## config.mk

```make
export PLATFORM = sky130hd
export DESIGN_NAME = riscv_div
export DESIGN_NICKNAME = d
export VERILOG_FILES = /design/src/rtl/riscv_pkg.sv /design/src/rtl/riscv_div.sv
export SDC_FILE = /design/constraint.sdc
export NUM_CORES = 1
export LEC_CHECK = 0
export CAP_MARGIN = 20
export CORE_MARGIN = 8
export CORE_UTILIZATION = 28
export CTS_BUF_LIST = sky130_fd_sc_hd__clkbuf_2 sky130_fd_sc_hd__clkbuf_4 sky130_fd_sc_hd__clkbuf_8
export CTS_CLUSTER_SIZE = 12
export DETAILED_ROUTE_END_ITERATION = 16
export HOLD_SLACK_MARGIN = 0.1
export SYNTH_ARGS = -nofsm -noshare
export SYNTH_HDL_FRONTEND = slang
export SYNTH_SLANG_ARGS = --single-unit
export TNS_END_PERCENT = 100
```

## constraint.sdc

```tcl
create_clock -name clk -period 2.8 [get_ports clk]
set_clock_uncertainty 0.1 [all_clocks]
set_input_delay 0.42 -clock clk [delete_from_list [all_inputs] [get_ports clk]]
set_output_delay 0.42 -clock clk [all_outputs]
set_load 0.02 [all_outputs]
```

## src/rtl/riscv_pkg.sv

```systemverilog
// riscv_pkg: shared RISC-V opcode and M-extension divide match constants
package riscv_pkg;
   localparam logic [4:0] OPC_OP    = 5'b01100;
   localparam logic [4:0] OPC_OP32  = 5'b01110;
   localparam logic [6:0] F7_MULDIV = 7'b0000001;
   // W variants reuse the same func3 codes under OPC_OP32
   localparam logic [2:0] F3_DIV    = 3'b100;
   localparam logic [2:0] F3_DIVU   = 3'b101;
   localparam logic [2:0] F3_REM    = 3'b110;
   localparam logic [2:0] F3_REMU   = 3'b111;
endpackage

```

## src/rtl/riscv_div.sv

```systemverilog
// riscv_div: iterative restoring divider for DIV/DIVU/REM/REMU (+W forms on RV64)
module riscv_div
   import riscv_pkg::*;
#(
   parameter int XLEN       = 32,
   parameter int INSTR_SIZE = 32
) (
   input  logic                  clk,
   input  logic                  rst,
   output logic                  div_stall,
   input  logic                  id_bubble,
   input  logic [INSTR_SIZE-1:0] id_instr,
   input  logic [XLEN-1:0]       opA,
   input  logic [XLEN-1:0]       opB,
   output logic                  div_bubble,
   output logic [XLEN-1:0]       div_r
);
   typedef enum logic [1:0] {ST_IDLE, ST_BUSY, ST_FINISH} state_t;
   localparam int CW = $clog2(XLEN);

   function automatic logic [XLEN-1:0] twos(input logic [XLEN-1:0] v);
      return ~v + 1'b1;
   endfunction

   function automatic logic [XLEN-1:0] abs(input logic [XLEN-1:0] v);
      return v[XLEN-1] ? twos(v) : v;
   endfunction

   function automatic logic [XLEN-1:0] sext32(input logic [31:0] v);
      return XLEN'($signed(v));
   endfunction

   function automatic logic [XLEN-1:0] fix(input logic [XLEN-1:0] v, input logic w);
      return w ? sext32(v[31:0]) : v;
   endfunction

   // Shift in the next dividend bit and subtract in XLEN+1 bits; a borrow restores.
   function automatic logic [2*XLEN-1:0] step(input logic [XLEN-1:0] rem, input logic [XLEN-1:0] quo,
                                              input logic [XLEN-1:0] dvs);
      logic [XLEN:0] sh, df;
      sh = {rem, quo[XLEN-1]};
      df = sh - {1'b0, dvs};
      return df[XLEN] ? {sh[XLEN-1:0], quo[XLEN-2:0], 1'b0} : {df[XLEN-1:0], quo[XLEN-2:0], 1'b1};
   endfunction

   state_t state_q, state_d;
   logic [CW-1:0] cnt_q, cnt_d;
   logic [XLEN-1:0] quo_q, quo_d, rem_q, rem_d, dvs_q, dvs_d, r_q, r_d;
   logic nq_q, nq_d, nr_q, nr_d, sel_q, sel_d, w_q, w_d, stall_q, stall_d, bubble_q, bubble_d;
   logic [6:0] f7;
   logic [2:0] f3;
   logic [4:0] opc;
   logic is_w, acc, sgn, is_rem, dz, ovf;
   logic [XLEN-1:0] a, b, min_v, quo_s, rem_s, q_f, r_f;
   logic unused_ok;

   assign f7 = id_instr[31:25];
   assign f3 = id_instr[14:12];
   assign opc = id_instr[6:2];
   assign unused_ok = ^{id_instr[24:15], id_instr[11:7], id_instr[1:0]};

   always_comb begin
      is_w = (XLEN == 64) && opc == OPC_OP32;
      acc = !id_bubble && f7 == F7_MULDIV && (opc == OPC_OP || is_w) && f3[2];
      sgn = !f3[0];
      is_rem = f3[1];
      a = is_w ? (sgn ? sext32(opA[31:0]) : XLEN'(opA[31:0])) : opA;
      b = is_w ? (sgn ? sext32(opB[31:0]) : XLEN'(opB[31:0])) : opB;
      min_v = is_w ? sext32(32'h8000_0000) : {1'b1, {(XLEN-1){1'b0}}};
      dz = b == '0;
      ovf = sgn && a == min_v && b == '1;
      {rem_s, quo_s} = step(rem_q, quo_q, dvs_q);
      q_f = nq_q ? twos(quo_q) : quo_q;
      r_f = nr_q ? twos(rem_q) : rem_q;
      state_d = state_q;
      cnt_d = cnt_q;
      quo_d = quo_q;
      rem_d = rem_q;
      dvs_d = dvs_q;
      nq_d = nq_q;
      nr_d = nr_q;
      sel_d = sel_q;
      w_d = w_q;
      stall_d = stall_q;
      bubble_d = 1'b1;
      r_d = r_q;
      unique case (state_q)
         ST_IDLE: if (acc) begin
            if (dz || ovf) begin
               r_d = fix(dz ? (is_rem ? a : '1) : (is_rem ? '0 : a), is_w);
               bubble_d = 1'b0;
            end else begin
               quo_d = sgn ? abs(a) : a;
               dvs_d = sgn ? abs(b) : b;
               rem_d = '0;
               nq_d = sgn && (a[XLEN-1] ^ b[XLEN-1]);
               nr_d = sgn && a[XLEN-1];
               sel_d = is_rem;
               w_d = is_w;
               cnt_d = CW'(XLEN-1);
               stall_d = 1'b1;
               state_d = ST_BUSY;
            end
         end
         ST_BUSY: begin
            quo_d = quo_s;
            rem_d = rem_s;
            cnt_d = cnt_q - 1'b1;
            state_d = cnt_q == '0 ? ST_FINISH : ST_BUSY;
         end
         ST_FINISH: begin
            r_d = fix(sel_q ? r_f : q_f, w_q);
            bubble_d = 1'b0;
            stall_d = 1'b0;
            state_d = ST_IDLE;
         end
         default: state_d = ST_IDLE;
      endcase
   end

   always_ff @(posedge clk) begin
      if (rst) begin
         state_q <= ST_IDLE;
         cnt_q <= '0;
         quo_q <= '0;
         rem_q <= '0;
         dvs_q <= '0;
         nq_q <= 1'b0;
         nr_q <= 1'b0;
         sel_q <= 1'b0;
         w_q <= 1'b0;
         stall_q <= 1'b0;
         bubble_q <= 1'b1;
         r_q <= '0;
      end else begin
         state_q <= state_d;
         cnt_q <= cnt_d;
         quo_q <= quo_d;
         rem_q <= rem_d;
         dvs_q <= dvs_d;
         nq_q <= nq_d;
         nr_q <= nr_d;
         sel_q <= sel_d;
         w_q <= w_d;
         stall_q <= stall_d;
         bubble_q <= bubble_d;
         r_q <= r_d;
      end
   end

   assign div_stall = stall_q;
   assign div_bubble = bubble_q;
   assign div_r = r_q;
endmodule

```

# == Word-level counts from Yosys, hierarchy flattened ==
# Cells that the tools add are included.
# totals
out_inout_bits,34
ff_bits,140
wordCells,85
input_bits,99
# classes
n_bitwise,6
n_eq_ne,9
n_reduce_logical,20
n_addsub,6
muxes,33
# op_table
op,n
32-bit 2-to-1 mux,16
32-bit one-hot mux with 2 select lines,3
32-bit by 1-bit adder with 32-bit output (second input constant),4
32-bit inverter,4
32-bit equality test (second input constant),2
64-bit 2-to-1 mux,1
33-bit by 32-bit subtractor with 33-bit output,1
32-bit zero test,1
3-bit AND reduction,4
5-bit 2-to-1 mux,2
5-bit one-hot mux with 2 select lines,1
7-bit by 1-bit equality test with 1-bit output (second input constant),1
1-bit logical AND,7
2-bit 2-to-1 mux,3
2-bit inequality test (second input constant),3
5-bit by 4-bit equality test with 1-bit output (second input constant),1
5-bit zero test,1
5-bit by 1-bit subtractor with 5-bit output (second input constant),1
1-bit 2-to-1 mux,4
1-bit one-hot mux with 2 select lines,2
2-bit one-hot mux with 2 select lines,1
2-bit nonzero test,2
2-bit by 1-bit equality test with 1-bit output (second input constant),1
2-bit equality test (second input constant),1
other kinds (6),7

# == Logic depth before layout (Yosys ltp) ==
# logic_depth
word_depth,7
ltp_mapped,13
depth_no_buf,11

# == Worst setup path before layout ==
# Ideal clock, no wire load.
# synth_timing
kind,register to register
startpoint,reg rem_q[20]
endpoint,reg rem_q[17]
t_arrival_ns,2.899
path_buffers,3
slack_ns,-0.327
setup_time_ns,0.129
path_stages_with_launch,12
cell_sequence,dfxtp_1 > ha_1 > clkbuf_1 > nand4_1 > or3_1 > or3_1 > a211o_1 > a211oi_2 > buf_2 > buf_4 > mux2i_1 > o21ai_0
# synth_via
elab_chain_len,3
# synth_rtl
element,line,rtl
"start, declared",riscv_div.sv:48,"logic [XLEN-1:0] quo_q, quo_d, rem_q, rem_d, dvs_q, dvs_d, r_q, r_d;"
"start signal, assigned",riscv_div.sv:139,rem_q <= rem_d;
33-bit by 32-bit subtractor with 33-bit output,riscv_div.sv:42,"df = sh - {1'b0, dvs};"
64-bit 2-to-1 mux,riscv_div.sv:43,"return df[XLEN] ? {sh[XLEN-1:0], quo[XLEN-2:0], 1'b0} : {df[XLEN-1:0], quo[XLEN-2:0], 1'b1};"
32-bit one-hot mux with 2 select lines,riscv_div.sv:87,unique case (state_q)
# Every way passes these cells.
# A chain may end at the register's enable or synchronous reset.

# == Worst setup path in the final report ==
# layout_timing
startpoint,reg dvs_q[26]
endpoint,reg rem_q[1]
# layout_via
elab_chain_len,3
# layout_rtl
element,line,rtl
"start, declared",riscv_div.sv:48,
"start signal, assigned",riscv_div.sv:140,dvs_q <= dvs_d;
33-bit by 32-bit subtractor with 33-bit output,riscv_div.sv:42,
64-bit 2-to-1 mux,riscv_div.sv:43,
32-bit one-hot mux with 2 select lines,riscv_div.sv:87,
# Every way passes these cells.

==> summary.txt <==
DETAILED ROUTING
---------------------------------------------------------------------------------------
Ratio of routed vias to standard cells                                            5.281
Total number of vias                                                             12.28k
Post-route DRC                                                                        0
Number of violations reported at the end of detailed-routing iteration 0            945
Detail Route Antenna Nets                                                             0
Avg WL per Cell                                                                18.22 µm
Routed wire length                                                             42.38 mm
First-pass iteration count of the detailed router                                     6

CLOCK NETWORK
---------------------------------------------------------------------------------------
Clock Latency Late Sink                                                         0.48 ns
Clock transition at the registers of the reported paths                         0.10 ns
Cell at the root of the clock tree                                         sky130_fd_sc_hd__clkbuf_8
CTS tree                                                                          built
Longest Clk Path Bufs                                                                 2
Count of clock tree sinks                                                           140
Inserted Clock Buffers                                                               17
H-tree depth                                                                          4

GLOBAL ROUTE
---------------------------------------------------------------------------------------
Gr ovfl total                                                                         0
Initial antenna violation count                                                       0
Overall fraction of global-route tracks in use                                   18.33%
Global-route wire length before repair                                         65.90 mm
Largest net degree at the start of global routing                                    69
Number of global-route vias before repair                                        12.10k

LOGIC SYNTHESIS
---------------------------------------------------------------------------------------
Part of the Yosys area used for sequential elements                              26.08%
Post-synthesis average cell area                                              7.617 µm²
Post-synthesis net count                                                           1549
Post-synthesis sequential element count                                             140
Gate Count Post-Synth                                                              1411
Top flip-flop cell by instance count after synthesis                       sky130_fd_sc_hd__dfxtp_1
Post-Synthesis Cell Area                                                      10750 µm²
Unique cell type count in the Yosys netlist                                          74
EDFF count, synth                                                                     0
Asr flop ratio synth                                                                 0%
Ys Warns                                                                              0

LAYOUT
---------------------------------------------------------------------------------------
Non-filler instance count after layout                                             2326
Net total in the final layout                                                      1940
Final design utilization                                                         43.33%
Fraction of layout instances using a drive strength above 1                      28.76%
Filler cells                                                                       3694
Number of inserted diodes                                                             0
Relative area change from synthesis to final layout                              52.20%
Area of combinational cells with multiple inputs                               8127 µm²
Area taken by flip-flops and latches                                           2819 µm²
Summed area of non-filler cells in the final layout                           16360 µm²

DIE
---------------------------------------------------------------------------------------
Height of the die                                                              211.9 µm
Width of the die                                                               211.9 µm
Number of placement rows                                                             71
Initial Utilization                                                              28.47%
Total core area                                                               37760 µm²
Count of boundary I/O pins                                                          133
Die outline area                                                              44910 µm²

CRITICAL PATH
---------------------------------------------------------------------------------------
Data required time of the critical path                                         3.12 ns
Crit path buffers/inverters                                                           5
Arr. time, crit path                                                            3.45 ns
Most repeated library cell on the critical path                            sky130_fd_sc_hd__buf_6
Element type at the critical path start                                            flop
Element type at the critical path end                                              flop
Cells along the critical path                                              inv_4 > ha_4 > nand4_1 > or3_4 > or3_4 > a211o_1 > a211oi_4 > buf_6 > buf_12 > buf_6 > buf_6 > mux2i_1 > a22o_1
Worst reg2reg path depth                                                             13
Classification of the worst setup path                                          reg2reg
Origin of the critical flop-to-flop path                                      dvs_q[26]
Maximum single-stage delay on the critical path                                 0.41 ns
Launch point of the worst path                                                dvs_q[26]
Slowest CP cell                                                            sky130_fd_sc_hd__or3_4
Maximum fanout along the worst path                                                   5
Stages on worst setup path                                                           13
Family with the most delay on the worst path                               simple AND/OR/NAND/NOR gates

PLACEMENT
---------------------------------------------------------------------------------------
Post-placement cell count                                                          2258
Routability-driven placement congestion ratio                                    0.9482
Port buffer count                                                                   115
Placed wire-length estimate after detailed placement                           32.51 mm
Standard cell area after detailed placement                                   14740 µm²
Pre-CTS WS                                                                   -0.8349 ns

STA
---------------------------------------------------------------------------------------
Setup TNS                                                                     -6.997 ns
Final period utilization                                                         111.8%
Final Hold Violating Endpoints                                                        0
Max-slew violation total from the final report                                        0
Total of endpoints with negative setup slack in the final report                     33
Slew @ Worst Pin                                                              0.7772 ns
Min Clock Period, post-route                                                   3.130 ns
Headroom to the max-slew limit                                                   48.12%
Final worst slack                                                            -0.3302 ns
Fin Hold WS                                                                   0.3132 ns
Unrepaired setup endpoints after global routing                                    true
Achievable frequency                                                         0.3195 GHz

POWER
---------------------------------------------------------------------------------------
Power, Total                                                                   4.388 mW
Power per cell area                                                        268.2 nW/µm²
IR Drop Worst-Case VDD                                                         289.7 µV
Static power due to leakage                                                    6.621 nW

STATUS
---------------------------------------------------------------------------------------
Failing checks                                                             negative setup slack
Run status                                                                 finished, violations left

HOLD PATH
---------------------------------------------------------------------------------------
Instance count along the most critical hold path                                      4
Tightest Hold Check Type                                                         in2reg
Worst hold path startpoint                                                      opA[13]

FLOW RUN
---------------------------------------------------------------------------------------
Max cap viols                                                                         0

==> cell usage in the layout (no fill, tap or decap), types with 22 or more instances in the layout <==
cell                              instances
sky130_fd_sc_hd__mux2i_1                 23
sky130_fd_sc_hd__inv_1                   44
sky130_fd_sc_hd__xor2_1                  61
sky130_fd_sc_hd__a211oi_1                60
sky130_fd_sc_hd__clkdlybuf4s50_1         85
sky130_fd_sc_hd__buf_4                  301
sky130_fd_sc_hd__dfxtp_1                129
sky130_fd_sc_hd__nand4_1                 23
sky130_fd_sc_hd__a21oi_1                 94
sky130_fd_sc_hd__nor3_1                  31
sky130_fd_sc_hd__o21ai_1                 22
sky130_fd_sc_hd__nand2_1                133
sky130_fd_sc_hd__ha_1                    24
sky130_fd_sc_hd__maj3_1                  28
sky130_fd_sc_hd__o31ai_1                 28
sky130_fd_sc_hd__xnor2_1                 76
sky130_fd_sc_hd__buf_6                   24
sky130_fd_sc_hd__o21ai_0                 67
sky130_fd_sc_hd__nor2_1                 129
==> worst paths after layout <==
| kind | end | slack, ns |
|---|---|---|
| setup reg to reg | rem_q[1] | -0.33 |
| hold reg to reg | dvs_q[31] | 0.36 |
| setup / recovery | rem_q[1] | -0.33 |
| hold / removal | quo_q[13] | 0.31 |
==> kinds of logic after synthesis <==
kind of cell | Yosys count | synth area share, %
DFF | 140 | 26.08
muxes | 27 | 2.538
buffers and inverters | 143 | 5.623
and+or+nand+nor | 475 | 21.78
xor gates and xnor gates | 139 | 11.33
adders and majority gates | 67 | 7.218
AOI/OAI and AO/OA | 420 | 25.44
==> power breakdown <==
| part | switching (mW) | internal, mW | total (mW) |
|---|---|---|---|
| Sequential | 0.000122 | 1.99 | 1.99 |
| Combinational | 0.253 | 0.273 | 0.527 |
| Clock | 0.948 | 0.925 | 1.87 |
| Total | 1.20 | 3.19 | 4.39 |
==> tightest hold or removal path, cell delays in order <==
cell	delay, ns
sky130_fd_sc_hd__clkbuf_2	0.09
sky130_fd_sc_hd__buf_4	0.14
sky130_fd_sc_hd__xnor2_1	0.12
sky130_fd_sc_hd__a211oi_1	0.07
==> sequential cells by signal, summed over array words and instances (netlist names), 2 cells and up <==
register,count
div_r,32
dvs_q,32
quo_q,32
rem_q,32
cnt_q,5
state_q,2
==> synthesized netlist by cell type, drive strengths merged (3+ instances only) <==
cell | instances | area (µm²)
nor4 | 19 | 118.9
a211oi | 67 | 508.0
mux2i | 25 | 250.2
a21oi | 97 | 485.5
o21ai | 89 | 445.4
o211ai | 19 | 142.6
o41ai | 21 | 183.9
or4 | 16 | 123.9
nand4 | 23 | 143.9
or3 | 15 | 98.84
nand2b | 20 | 125.1
maj3 | 28 | 280.3
or3b | 3 | 26.28
o2111ai | 3 | 26.28
inv | 55 | 206.5
a32oi | 6 | 52.55
o21a | 4 | 30.03
buf | 26 | 165.2
a21o | 9 | 67.56
nor4b | 6 | 52.55
nand2 | 137 | 516.8
o31ai | 32 | 240.2
nor3b | 4 | 30.03
dfxtp | 140 | 2803
nor3 | 33 | 165.2
xnor2 | 78 | 683.2
and2 | 6 | 37.54
nand3 | 26 | 130.1
clkbuf | 62 | 232.7
a221oi | 8 | 70.07
or4b | 6 | 60.06
a31oi | 11 | 68.82
o22ai | 23 | 157.7
nor2b | 12 | 75.07
ha | 38 | 475.5
or2 | 5 | 31.28
and3 | 6 | 37.54
nor2 | 133 | 523.0
xor2 | 61 | 534.3
a22oi | 8 | 60.06
o21bai | 6 | 45.04
==> per-layer routing <==
layer | wire (µm) | part of all wire [%] | vias up | GRT usage (%)
li1 | - | - | 5948 | -
met1 | 18970 | 45 | 5824 | 24.18
met2 | 19390 | 46 | 448 | 30.20
met3 | 2845 | 6.7 | 63 | 3.327
met4 | 1173 | 2.8 | 0 | 5.248
met5 | 0 | 0 | - | 0
==> area by class of cell <==
class	count	share of cell area [%]
multi-input combinational	1128	49.68
clock buffer	18	1.514
timing repair buffer	460	25.26
sequential	140	17.23
clock inverter	14	1.124
inverter	55	1.277
tap	511	3.909
==> what timing repair did <==
item / in CTS / in global routing
pin swaps: 44 / 40
gates cloned: 5 / 0
setup buffers: 27 / 6
setup endpoints to repair: 133 / 118
resized for setup: 120 / 92
endpoints found under the hold margin: 2 / 0
hold buffers: 1 / 0
No activity file was read; power rests on OpenSTA's default activity.
